===== src/rtl/mac_neuron_feeder_if.sv =====
// Bundle of all host-side and neuron-side signals of mac_neuron_feeder.
// master = environment (host plus neuron), slave = the feeder itself.
//
// Handshakes (valid/ready): a transfer happens on a rising clk edge where
// both valid and ready are high. cmd_valid/cmd_ready: the command is taken
// only in IDLE, a command offered while cmd_ready is low is dropped, not
// queued. res_valid/res_ready: once res_valid rises, res_acc/res_relu/err
// stay stable until the edge where res_ready is also high.
interface mac_neuron_feeder_if #(
  parameter int AW = 2
);
  logic              ld_en;
  logic              ld_sel;
  logic [AW-1:0]     ld_addr;
  logic signed [7:0] ld_data;

  logic              cmd_valid;
  logic              cmd_ready;
  logic              busy;

  logic               start_o;
  logic signed [7:0]  x_o;
  logic signed [7:0]  w_o;
  logic signed [15:0] acc_i;
  logic signed [15:0] relu_i;
  logic               done_i;

  logic               res_valid;
  logic               res_ready;
  logic signed [15:0] res_acc;
  logic signed [15:0] res_relu;
  logic               err;

  modport master (
    output ld_en, ld_sel, ld_addr, ld_data, cmd_valid,
    output acc_i, relu_i, done_i, res_ready,
    input  cmd_ready, busy, start_o, x_o, w_o,
    input  res_valid, res_acc, res_relu, err
  );

  modport slave (
    input  ld_en, ld_sel, ld_addr, ld_data, cmd_valid,
    input  acc_i, relu_i, done_i, res_ready,
    output cmd_ready, busy, start_o, x_o, w_o,
    output res_valid, res_acc, res_relu, err
  );
endinterface


===== src/rtl/mac_neuron_feeder.sv =====
// Operand sequencer for a mac_neuron_fsm: buffers N_TERMS x/w pairs, pulses
// start, streams the pairs after a one-cycle gap, waits for done and holds
// the captured acc/relu behind a valid/ready handshake.
// Optional macro FEEDER_TIMEOUT_EN: bounded wait for done (TIMEOUT_CYCLES),
// ending in a zero result with err set.
module mac_neuron_feeder #(
  parameter int N_TERMS        = 3,
  parameter int AW             = (N_TERMS > 1) ? $clog2(N_TERMS) : 1,
  parameter int TIMEOUT_CYCLES = 64
) (
  input  logic               clk,
  input  logic               rst,
  mac_neuron_feeder_if.slave bus,
  output logic [2:0]         dbg_state
);

  typedef enum logic [2:0] {
    S_IDLE      = 3'd0,
    S_START     = 3'd1,
    S_GAP       = 3'd2,
    S_STREAM    = 3'd3,
    S_WAIT_DONE = 3'd4,
    S_RESULT    = 3'd5
  } state_t;

  state_t             state, state_nx;
  logic [AW-1:0]      k, k_nx;
  logic signed [7:0]  xbuf [N_TERMS];
  logic signed [7:0]  wbuf [N_TERMS];
  logic signed [15:0] res_acc_q, res_relu_q;
  logic signed [15:0] cap_acc, cap_relu;
  logic               capture;
  logic               load_ok;

`ifdef FEEDER_TIMEOUT_EN
  localparam int TW = $clog2(TIMEOUT_CYCLES + 1);
  logic [TW-1:0] cnt, cnt_nx;
  logic          err_q;
  logic          err_set;
`endif

  // Next-state, stream index and result-capture decode
  always_comb begin
    state_nx = state;
    k_nx     = k;
    capture  = 1'b0;
    cap_acc  = bus.acc_i;
    cap_relu = bus.relu_i;
`ifdef FEEDER_TIMEOUT_EN
    cnt_nx   = '0;
    err_set  = 1'b0;
`endif
    case (state)
      S_IDLE:  if (bus.cmd_valid) state_nx = S_START;
      S_START: state_nx = S_GAP;
      S_GAP: begin
        state_nx = S_STREAM;
        k_nx     = '0;
      end
      S_STREAM: begin
        if (k == AW'(N_TERMS - 1)) begin
          state_nx = S_WAIT_DONE;
          k_nx     = '0;
        end else begin
          k_nx = k + 1'b1;
        end
      end
      S_WAIT_DONE: begin
        if (bus.done_i) begin
          capture  = 1'b1;
          state_nx = S_RESULT;
        end
`ifdef FEEDER_TIMEOUT_EN
        // done in the same cycle as the limit takes priority above
        else if (cnt == TW'(TIMEOUT_CYCLES - 1)) begin
          capture  = 1'b1;
          cap_acc  = '0;
          cap_relu = '0;
          err_set  = 1'b1;
          state_nx = S_RESULT;
        end else begin
          cnt_nx = cnt + 1'b1;
        end
`endif
      end
      S_RESULT: if (bus.res_ready) state_nx = S_IDLE;
      default:  state_nx = S_IDLE;
    endcase
  end

  // State register, stream index and wait counter
  always_ff @(posedge clk or negedge rst) begin
    if (!rst) begin
      state <= S_IDLE;
      k     <= '0;
`ifdef FEEDER_TIMEOUT_EN
      cnt   <= '0;
`endif
    end else begin
      state <= state_nx;
      k     <= k_nx;
`ifdef FEEDER_TIMEOUT_EN
      cnt   <= cnt_nx;
`endif
    end
  end

  // Loads only land while idle and in range; the buffers are read in STREAM,
  // so a load in the command cycle is already visible to that evaluation.
  assign load_ok = (state == S_IDLE) && bus.ld_en && (int'(bus.ld_addr) < N_TERMS);

  // Operand buffers, kept across evaluations
  always_ff @(posedge clk or negedge rst) begin
    if (!rst) begin
      for (int i = 0; i < N_TERMS; i++) begin
        xbuf[i] <= '0;
        wbuf[i] <= '0;
      end
    end else if (load_ok) begin
      if (bus.ld_sel) wbuf[bus.ld_addr] <= bus.ld_data;
      else            xbuf[bus.ld_addr] <= bus.ld_data;
    end
  end

  // Result register, frozen outside the capture edge
  always_ff @(posedge clk or negedge rst) begin
    if (!rst) begin
      res_acc_q  <= '0;
      res_relu_q <= '0;
    end else if (capture) begin
      res_acc_q  <= cap_acc;
      res_relu_q <= cap_relu;
    end
  end

`ifdef FEEDER_TIMEOUT_EN
  // Timeout flag, cleared by the result handshake
  always_ff @(posedge clk or negedge rst) begin
    if (!rst) begin
      err_q <= 1'b0;
    end else if (capture) begin
      err_q <= err_set;
    end else if (state == S_RESULT && bus.res_ready) begin
      err_q <= 1'b0;
    end
  end
  assign bus.err = err_q;
`else
  assign bus.err = 1'b0;
`endif

  // Outputs decode straight from state so reset clears them immediately
  assign bus.cmd_ready = (state == S_IDLE);
  assign bus.busy      = (state != S_IDLE);
  assign bus.start_o   = (state == S_START);
  assign bus.x_o       = (state == S_STREAM) ? xbuf[k] : 8'sd0;
  assign bus.w_o       = (state == S_STREAM) ? wbuf[k] : 8'sd0;
  assign bus.res_valid = (state == S_RESULT);
  assign bus.res_acc   = res_acc_q;
  assign bus.res_relu  = res_relu_q;
  assign dbg_state     = state;

endmodule


===== src/flat_wrapper.sv =====
// flat-port wrapper written by rule: the top's interface ports become plain ports
module mac_neuron_feeder_flat 
#(
  parameter int N_TERMS        = 3,
  parameter int AW             = (N_TERMS > 1) ? $clog2(N_TERMS) : 1,
  parameter int TIMEOUT_CYCLES = 64
)
  (clk, rst, dbg_state, bus_ld_en, bus_ld_sel, bus_ld_addr, bus_ld_data, bus_cmd_valid, bus_acc_i, bus_relu_i, bus_done_i, bus_res_ready, bus_cmd_ready, bus_busy, bus_start_o, bus_x_o, bus_w_o, bus_res_valid, bus_res_acc, bus_res_relu, bus_err);
  mac_neuron_feeder_if #(.AW(AW)) bus_i ();
  input  logic clk;
  input  logic rst;
  output logic [2:0] dbg_state;
  input wire logic [$bits(bus_i.ld_en)-1:0] bus_ld_en;
  input wire logic [$bits(bus_i.ld_sel)-1:0] bus_ld_sel;
  input wire logic [$bits(bus_i.ld_addr)-1:0] bus_ld_addr;
  input wire logic [$bits(bus_i.ld_data)-1:0] bus_ld_data;
  input wire logic [$bits(bus_i.cmd_valid)-1:0] bus_cmd_valid;
  input wire logic [$bits(bus_i.acc_i)-1:0] bus_acc_i;
  input wire logic [$bits(bus_i.relu_i)-1:0] bus_relu_i;
  input wire logic [$bits(bus_i.done_i)-1:0] bus_done_i;
  input wire logic [$bits(bus_i.res_ready)-1:0] bus_res_ready;
  output wire logic [$bits(bus_i.cmd_ready)-1:0] bus_cmd_ready;
  output wire logic [$bits(bus_i.busy)-1:0] bus_busy;
  output wire logic [$bits(bus_i.start_o)-1:0] bus_start_o;
  output wire logic [$bits(bus_i.x_o)-1:0] bus_x_o;
  output wire logic [$bits(bus_i.w_o)-1:0] bus_w_o;
  output wire logic [$bits(bus_i.res_valid)-1:0] bus_res_valid;
  output wire logic [$bits(bus_i.res_acc)-1:0] bus_res_acc;
  output wire logic [$bits(bus_i.res_relu)-1:0] bus_res_relu;
  output wire logic [$bits(bus_i.err)-1:0] bus_err;
  assign bus_i.ld_en = bus_ld_en;
  assign bus_i.ld_sel = bus_ld_sel;
  assign bus_i.ld_addr = bus_ld_addr;
  assign bus_i.ld_data = bus_ld_data;
  assign bus_i.cmd_valid = bus_cmd_valid;
  assign bus_i.acc_i = bus_acc_i;
  assign bus_i.relu_i = bus_relu_i;
  assign bus_i.done_i = bus_done_i;
  assign bus_i.res_ready = bus_res_ready;
  assign bus_cmd_ready = bus_i.cmd_ready;
  assign bus_busy = bus_i.busy;
  assign bus_start_o = bus_i.start_o;
  assign bus_x_o = bus_i.x_o;
  assign bus_w_o = bus_i.w_o;
  assign bus_res_valid = bus_i.res_valid;
  assign bus_res_acc = bus_i.res_acc;
  assign bus_res_relu = bus_i.res_relu;
  assign bus_err = bus_i.err;
  mac_neuron_feeder #(.N_TERMS(N_TERMS), .AW(AW), .TIMEOUT_CYCLES(TIMEOUT_CYCLES)) u_core (.clk(clk), .rst(rst), .bus(bus_i), .dbg_state(dbg_state));
endmodule

===== config.mk =====
export PLATFORM = sky130hd
export DESIGN_NAME = mac_neuron_feeder_flat
export DESIGN_NICKNAME = d
export VERILOG_FILES = /design/src/rtl/mac_neuron_feeder_if.sv /design/src/rtl/mac_neuron_feeder.sv /design/src/flat_wrapper.sv
export SDC_FILE = /design/constraint.sdc
export NUM_CORES = 1
export LEC_CHECK = 0
export BUFFER_PORTS_ARGS = -buffer_cell sky130_fd_sc_hd__buf_2
export CAP_MARGIN = 25
export CORE_MARGIN = 2
export CORE_UTILIZATION = 35
export DETAILED_ROUTE_END_ITERATION = 6
export GPL_ROUTABILITY_DRIVEN = 0
export PLACE_DENSITY = 0.58
export SYNTH_ARGS = -nofsm -noshare
export SYNTH_HDL_FRONTEND = slang
export SYNTH_SLANG_ARGS = --single-unit

===== constraint.sdc =====
create_clock -name clk -period 4.1 [get_ports clk]
set_clock_uncertainty 0.05 [all_clocks]
set_input_delay 0.205 -clock clk [delete_from_list [all_inputs] [get_ports clk]]
set_output_delay 0.205 -clock clk [all_outputs]
set_load 0.01 [all_outputs]

---- Yosys cells after proc, flatten, opt, wreduce, memory -nomap -nowiden ----
Index checks and enable logic that the tools add are counted.
Widths: inputs -> output; s select.
cells by class
  equal/unequal tests ..................... 10
  bitwise gates (word level) .............. 3
  $lt $le $gt $ge ......................... 4
  multiplexer cells ....................... 21
  reduce and logical (&&, ||, !) cells .... 9
  add/subtract/negate cells ............... 1
operators by type and width
  kind                 number
  $mux 8               7
  $bwmux 24            2
  $bmux 8 s2           2
  $pmux 3 s6           1
  $demux 8 s2          1
  $mux 3               4
  $eq 3x2->1 const B   2
  $eq 3x3->1 const B   2
  $ge 3x3->1 const B   2
  $ne 2x2->1 const B   3
  $not 2->3            2
  $pmux 2 s2           1
  $reduce_and 2->1     2
  $reduce_and 4->1     1
  $eq 3x1->1 const B   1
  $logic_and 1x1->1    3
  $logic_not 3->1      1
  $lt 3x1->1 const B   1
  $reduce_bool 3->1    1
  $add 2x1->2 const B  1
  $eq 2x2->1 const B   1
  $lt 2x2->1 const B   1
  $mux 1               2
  $mux 2               1
  other kinds (3)      3
word-level totals
  logic and storage cells ................. 58
  output and inout port bits .............. 56
  bits of input ports ..................... 49
  flip-flop bits (word level) ............. 85

---- Logic depth before layout (Yosys ltp) ----
Gate-level depths: netlist of run 1.
  depth after elaboration ................. 6
  mapped depth ............................ 6
  gate-level depth less buffers ........... 3

---- Least setup slack after synthesis of run 1 ----
OpenSTA, ideal clock, no wires.
  kind .................................... register to register
  from .................................... reg u_core.state[1], in the netlist u_core.dbg_state[1]
  to ...................................... reg u_core.wbuf[16] in the netlist's numbering
  period minus slack after synthesis ...... 2.329 ns
  setup time .............................. 0.125 ns
  cell stages (with the launch flop) ...... 7
  data required time ...................... 3.925 ns
  data arrival time ....................... 2.154 ns
  path buffers ............................ 3
  slack ................................... 1.771 ns
  cells stage by stage .................... dfrtp_1 buf_4 or4b_4 buf_6 or4b_4 buf_6 mux2_4
between the ends
  cells in the longest elaborated chain, start to end .. 4
RTL lines
  what                               RTL line                  text
  start: declaration                 mac_neuron_feeder.sv:26   state_t state, state_nx;
  start signal: assignment           mac_neuron_feeder.sv:100  state <= state_nx;
  $logic_not 3->1                    mac_neuron_feeder.sv:110  assign load_ok = (state == S_IDLE) && bus.ld_en && (int'(bus.ld_addr) < N_TERMS);
  $logic_and 1x1->1 (2 in series)    mac_neuron_feeder.sv:110
  $reduce_and 2->1 (no source line)  --
  end signal: indexed assignment     mac_neuron_feeder.sv:120  if (bus.ld_sel) wbuf[bus.ld_addr] <= bus.ld_data;
  end: declaration                   mac_neuron_feeder.sv:29   logic signed [7:0] wbuf [N_TERMS];
No other way between the ends.
A chain may end at the register's enable or synchronous reset.

---- Worst setup path in the final report of run 1 ----
  from .................................... reg u_core.state[0], in the netlist u_core.dbg_state[0]
  to ...................................... out bus_x_o[0]
between the ends
  cells in the longest elaborated chain, start to end .. 2
RTL lines
  what              RTL line                  text
  $eq 3x2->1        mac_neuron_feeder.sv:156  assign bus.x_o = (state == S_STREAM) ? xbuf[k] : 8'sd0;
  $mux 8            mac_neuron_feeder.sv:156
  end: declaration  flat_wrapper.sv:25        output wire logic [$bits(bus_i.x_o)-1:0] bus_x_o;
No other way between the ends.

==> impl_metrics.json, run 1 <==
{
  "yosys_warnings": 0,
  "cts_buffer_depth": 2,
  "timing.final.max_slew_violations": 0,
  "reg2regPathDepth": 3,
  "timing.final.crit_period_ns": 2.579,
  "p_per_area_mw_per_mm2": 626.6,
  "die_w_um": 108.9,
  "vdd_drop_max_v": 0.0003183,
  "combPwrFrac_pct": 32.8,
  "fmax_ghz": 0.3877,
  "min_path_cells": 2,
  "rows": 38,
  "p_sw_share_pct": 33.26,
  "drive_gt1_share_pct": 58.18,
  "synth_area_mm2": 0.003852,
  "min_to": "u_core.bus.res_relu[0]",
  "cts_max_level": 3,
  "final_cells": 525,
  "vias_per_cell": 4.802,
  "hold_start": "bus_relu_i[0]",
  "hold_viol": 0,
  "grt_usage_pct": 15.17,
  "start_util_pct": 35.69,
  "dp.cells": 508,
  "grt_pass1_wl_um": 13750,
  "hold_class": "in -> reg",
  "tightest_slew_ns": 0.8669,
  "async_flop_share_pct": 100.0,
  "vias": 2521,
  "postRouteAntennaNets": 0,
  "critPathArrivalTime_ns": 2.32,
  "synth-edff-count": 0,
  "cp-start-kind": "flop",
  "r2r_end": "u_core.xbuf[12]",
  "outcome": "completed",
  "dpl.hpwl_um": 5500,
  "postLayoutCoreUtil_pct": 43.48,
  "wl_um": 8251,
  "clk_latency_ns": 0.35,
  "antenna_found_initial": 1,
  "crit_required_ns": 3.85,
  "cts_root_buffer": "clkbuf_8",
  "core_mm2": 0.01079,
  "cp_max_fo": 16,
  "critPathCaptureType": "output port",
  "cts_buffers": 9,
  "clkSlewWorstSetupHoldPaths_ns": 0.09,
  "wl_per_cell_um": 15.72,
  "grt_start_max_net_pins": 45,
  "p_switching_w": 0.0009780,
  "power_leakage_nw": 2.330,
  "seq_power_share_pct": 46.1,
  "ios": 105,
  "ys_seq_area_share_pct": 55.21,
  "nFillCells": 1000,
  "fin_nets": 429,
  "crit_start": "u_core.dbg_state[0]",
  "rsz0062_at_grt": "no",
  "post_cts_buffers": 0,
  "dr.pass1.iters": 4,
  "timing.rr.start": "u_core.dbg_state[0]",
  "worst-setup-path-type": "reg -> out",
  "period_share_pct": 62.91,
  "dieArea_mm2": 0.01186,
  "port_buffers": 103,
  "drt_iter0_markers": 82,
  "synth_seq_cells": 85,
  "insertedDiodeCount": 0,
  "timing.slew.headroom_pct": 41.99,
  "area_delta_synth_final_pct": 21.83,
  "cts_sinks": 85,
  "synth.net_count": 329,
  "cts_tree": "done",
  "syn_inst": 280,
  "p_int_w": 0.001963,
  "die_h_um": 108.9,
  "drc": 0,
  "globalRouteOverflowTotal": 0,
  "finalSetupViolations": 0,
  "grt_pass1_vias": 2660,
  "clkPwrFrac_pct": 21.1,
  "syn_avg_cell_area_um2": 13.76,
  "ys_types": 31,
  "fin_tns_setup_ns": 0,
  "maxCapViolCount": 0,
  "rrSetupSlack_ns": 1.61,
  "synth_flop_cell": "dfrtp_1"
}
==> cells by family after synthesis <==
logic type | Yosys count | synth area share (%)
compound gates | 21 | 2.923
buf+inv | 20 | 3.053
flops | 85 | 55.21
mux | 97 | 29.55
other cells | 1 | 0.09734
simple gates | 56 | 9.159
==> flip-flops by register name, summed over array words and instances (netlist names) <==
| signal | flops |
|---|---|
| u_core.wbuf | 24 |
| u_core.xbuf | 24 |
| u_core.dbg_state | 3 |
| u_core.k | 2 |
| u_core.bus.res_acc | 16 |
| u_core.bus.res_relu | 16 |
==> area by class of cell <==
type,instances,area (um^2),area share (%)
repair buffers,108,558.0,11.89
clock buffers,10,137.6,2.933
well taps,140,175.2,3.732
inverters,1,3.754,0.07998
clock inverters,6,68.82,1.466
flip-flops and latches,85,2127,45.32
multi-input cells,175,1623,34.58
==> placed cells by master, fill, tap and decap left out, types with 2 or more instances in the layout <==
cell	netlist	layout
mux2i_1	17	17
a21oi_1	15	15
inv_6	0	3
or2_2	15	15
nor2b_1	2	2
dfrtp_1	85	85
nand2_1	19	19
buf_4	3	5
mux2_4	18	18
buf_2	1	102
nor2_1	4	4
mux2_2	62	62
or4b_4	3	3
nand3b_1	4	4
o21ai_0	3	3
clkbuf_8	0	10
==> metrics by stage <==
stage	hold slack [ns]	total power [W]	setup slack [ns]	area, um^2
after CTS	0.005092	0.002986	1.545	4693
after detailed placement	0.1920	0.002344	1.621	4477
after global placement	0.1874	0.002321	1.677	4477
after global routing	0.007229	0.003146	1.382	4693
after floorplan	-0.1406	0.001954	1.771	3852
final	0.02606	0.002941	1.521	4693
==> worst max-delay path, stage by stage, from the launching register on <==
cell and delay [ns]:
dfrtp_1 0.61, nand3b_1 0.66, a21oi_1 0.50, buf_2 0.20
==> synth_stat cells (2+ instances only) <==
cell      instances  area [um^2]
buf_1             4        15.01
a21oi_1          15        75.07
nor2_1            4        15.01
or2_2            15        93.84
buf_4             3        22.52
mux2i_1          17        170.2
mux2_2           62        698.2
nor2b_1           2        12.51
clkbuf_1          7        26.28
mux2_4           18        270.3
nand3b_1          4        30.03
nand2_1          19        71.32
or4b_4            3        41.29
o21ai_0           3        15.01
buf_6             4        45.04
dfrtp_1          85         2127
==> what timing repair did <==
action	in CTS	in global routing
resized for setup	0	0
hold buffers	1	0
endpoints found under the hold margin	43	0
==> metal layers <==
metal	GRT usage [%]	part of all wire [%]	vias to the layer above
met1	19.55	46	1246
met2	24.67	46	86
met4	4.121	1.2	0
met5	0	0	-
met3	4.782	6.9	10
li1	-	-	1179
==> power by group through the flow <==
stage	Clock [W]	Sequential (W)	Combinational (W)
after detailed placement	0	0.00137	0.000978
after global placement	0	0.00136	0.000962
after floorplan	0	0.00136	0.000598
final	0.000622	0.00136	0.000964
after global routing	0.000684	0.00140	0.00106
after CTS	0.000648	0.00136	0.000980
==> worst max-delay path by stage <==
stage	depth (start not counted)	slack [ns]	endpoint
4_1_cts	3	1.55	bus_x_o[0]
6_report	3	1.52	bus_x_o[0]
5_1_grt	3	1.38	bus_x_o[0]
3_5_place_dp	3	1.62	u_core.xbuf[11]
2_1_floorplan	6	1.77	u_core.wbuf[16]
3_3_place_gp	3	1.68	u_core.xbuf[14]
(Power assumes the default switching activity.)
==> inputs of run 2 (changes only) <==
==> constraint.sdc (replaced) <==
create_clock -name clk -period 2.4 [get_ports clk]
set_clock_uncertainty 0.05 [all_clocks]
set_input_delay 0.12 -clock clk [delete_from_list [all_inputs] [get_ports clk]]
set_output_delay 0.12 -clock clk [all_outputs]
set_load 0.01 [all_outputs]
==> run 2 against run 1 <==
  * Final area increased by 9.0%
  * Critical path type is now reg -> reg
  * Combinational power increased by 93%
  * Total power up 74%
  * Sequential share of layout area down 3.7 points
  * Clock power grew 64%
  * Clock-buffer cell count rose by 1
  * Non-clock buffer count up 45
  * Via count increased by 5.6%
  * Sequential power up 65%
==> impl_metrics.json, run 2 (synthesized netlist as in run 1, its figures left out) <==
{
  "cp_cell_sequence": "or4b_4 -> or4b_1 -> buf_4 -> mux2_4",
  "core_mm2": 0.01079,
  "crit_cells": 4,
  "wl_um": 8911,
  "postRouteAntennaNets": 0,
  "clkPwrFrac_pct": 19.9,
  "vias": 2661,
  "grt_start_max_net_pins": 50,
  "die_h_um": 108.9,
  "nFillCells": 970,
  "timing.final.crit_period_ns": 2.138,
  "dieArea_mm2": 0.01186,
  "dpl.hpwl_um": 5968,
  "power_leakage_nw": 2.532,
  "post_cts_buffers": 0,
  "clkSlewWorstSetupHoldPaths_ns": 0.08,
  "ios": 105,
  "vdd_drop_max_v": 0.0004968,
  "vias_per_cell": 4.677,
  "timing.slew.headroom_pct": 55.76,
  "grt_pass1_wl_um": 14610,
  "p_sw_share_pct": 32.18,
  "hold_viol": 0,
  "fmax_ghz": 0.4677,
  "outcome": "completed",
  "rsz0062_at_grt": "no",
  "cp_slowest_cell": "or4b_4",
  "cp_max_fo": 8,
  "cts_root_buffer": "clkbuf_8",
  "worst-setup-path-type": "reg -> reg",
  "maxCapViolCount": 0,
  "r2r_end": "u_core.xbuf[10]",
  "start_util_pct": 35.69,
  "clk_latency_ns": 0.34,
  "p_per_area_mw_per_mm2": 998.8,
  "period_share_pct": 89.09,
  "cp_num_buf_inv": 1,
  "most-common-layout-cells": "buf_2 (102), dfrtp_1 (85), mux2_2 (62)",
  "cts_buffer_depth": 2,
  "drc": 0,
  "hold_class": "in -> reg",
  "cp-start-kind": "flop",
  "critPathCaptureType": "flop",
  "cts_max_level": 3,
  "critPathArrivalTime_ns": 2.32,
  "p_switching_w": 0.001644,
  "drt_iter0_markers": 74,
  "combPwrFrac_pct": 36.3,
  "die_w_um": 108.9,
  "reg2regPathDepth": 4,
  "grt_pass1_vias": 2866,
  "crit_start": "u_core.dbg_state[2]",
  "ctsResizeCount": 0,
  "min_path_cells": 3,
  "fin_nets": 474,
  "cts_sinks": 85,
  "area_delta_synth_final_pct": 32.80,
  "seq_power_share_pct": 43.8,
  "tightest_slew_ns": 0.6635,
  "reg_top3": "u_core.wbuf: 24 flops, u_core.xbuf: 24 flops",
  "fin_tns_setup_ns": 0,
  "timing.rr.start": "u_core.dbg_state[2]",
  "crit_required_ns": 2.58,
  "finalSetupViolations": 0,
  "port_buffers": 103,
  "final-seq-area_mm2": 0.002127,
  "insertedDiodeCount": 0,
  "dr.pass1.iters": 4,
  "cts_tree": "done",
  "cp_top_family": "simple AND/OR/NAND/NOR gates",
  "p_int_w": 0.003466,
  "layout_commonest_cell": "buf_2",
  "max_stage_delay_ns": 0.59,
  "antenna_found_initial": 1,
  "wl_per_cell_um": 15.66,
  "drive_gt1_share_pct": 55.01,
  "timing.final.max_slew_violations": 0,
  "grt_usage_pct": 16.17,
  "multiInputGateArea_mm2": 0.001623,
  "cts_buffers": 9,
  "critPathCapture": "u_core.xbuf[10]",
  "globalRouteOverflowTotal": 0,
  "rrSetupSlack_ns": 0.26,
  "rows": 38,
  "power_w": 0.005110
}
[run 2: changes by cell type in the layout (fill, tap and decap cells not counted), sizes merged]
cell         change
buf             +13
clkbuf           +1
clkinv           +1
dlygate4sd3     +32
inv              -3
[run 2: worst register-to-register path: cells and delay by family, from the launching register on]
family                 cells  cell delay (ns)
DFF                        1             0.38
buffers and inverters      1             0.21
muxes                      1             0.31
and+or+nand+nor            2             1.08
[run 2: timing repair]
action	CTS	global route
hold buffers	33	0
setup endpoints to repair	0	0
endpoints found under the hold margin	80	0
[run 2: layer usage]
layer | global-route usage (%) | up-vias | share of wire (%)
met4 | 5.861 | 0 | 1.2
met2 | 26.66 | 79 | 48
li1 | - | 1269 | -
met5 | 0 | - | 0
met3 | 4.304 | 12 | 5.9
met1 | 20.41 | 1301 | 45
[run 2: worst min path at each step]
stage                            endpoint      startpoint
floorplan           u_core.bus.res_acc[0]             rst
global placement          u_core.wbuf[15]             rst
detailed placement        u_core.wbuf[15]             rst
CTS                   u_core.dbg_state[0]      bus_done_i
global route              u_core.wbuf[18]  bus_ld_data[2]
finish                u_core.dbg_state[0]      bus_done_i
[run 2: final cells by class]
class	instances	share of cell area, %
Multi-Input combinational cell	175	31.72
Clock buffer	11	2.959
Clock inverter	4	0.9293
Sequential cell	85	41.57
Timing Repair Buffer	153	19.32
Inverter	1	0.07337
Tap cell	140	3.424
[run 2: metrics by stage]
| stage | setup WS [ns] | std cells | cell area (um^2) | hold slack, ns | util, % |
|---|---|---|---|---|---|
| finish | 0.2618 | 569 | 5116 | 0.02842 | 47.40 |
| global route | 0.1758 | 569 | 5116 | 0.02929 | 47.40 |
| CTS | 0.2569 | 569 | 5116 | 0.01141 | 47.40 |
| detailed placement | 0.2752 | 521 | 4587 | 0.1486 | 42.50 |
| global placement | 0.2840 | 521 | 4587 | 0.1450 | 42.50 |
| floorplan | 0.07053 | 280 | 3852 | -0.2256 | - |
[run 2: power groups by stage]
stage | Clock, W | Sequential, W | Combinational [W]
3_5_place_dp | 0 | 0.00225 | 0.00185
6_report | 0.00102 | 0.00224 | 0.00186
5_1_grt | 0.00112 | 0.00231 | 0.00205
4_1_cts | 0.00106 | 0.00223 | 0.00189
3_3_place_gp | 0 | 0.00223 | 0.00182
2_1_floorplan | 0 | 0.00232 | 0.00102
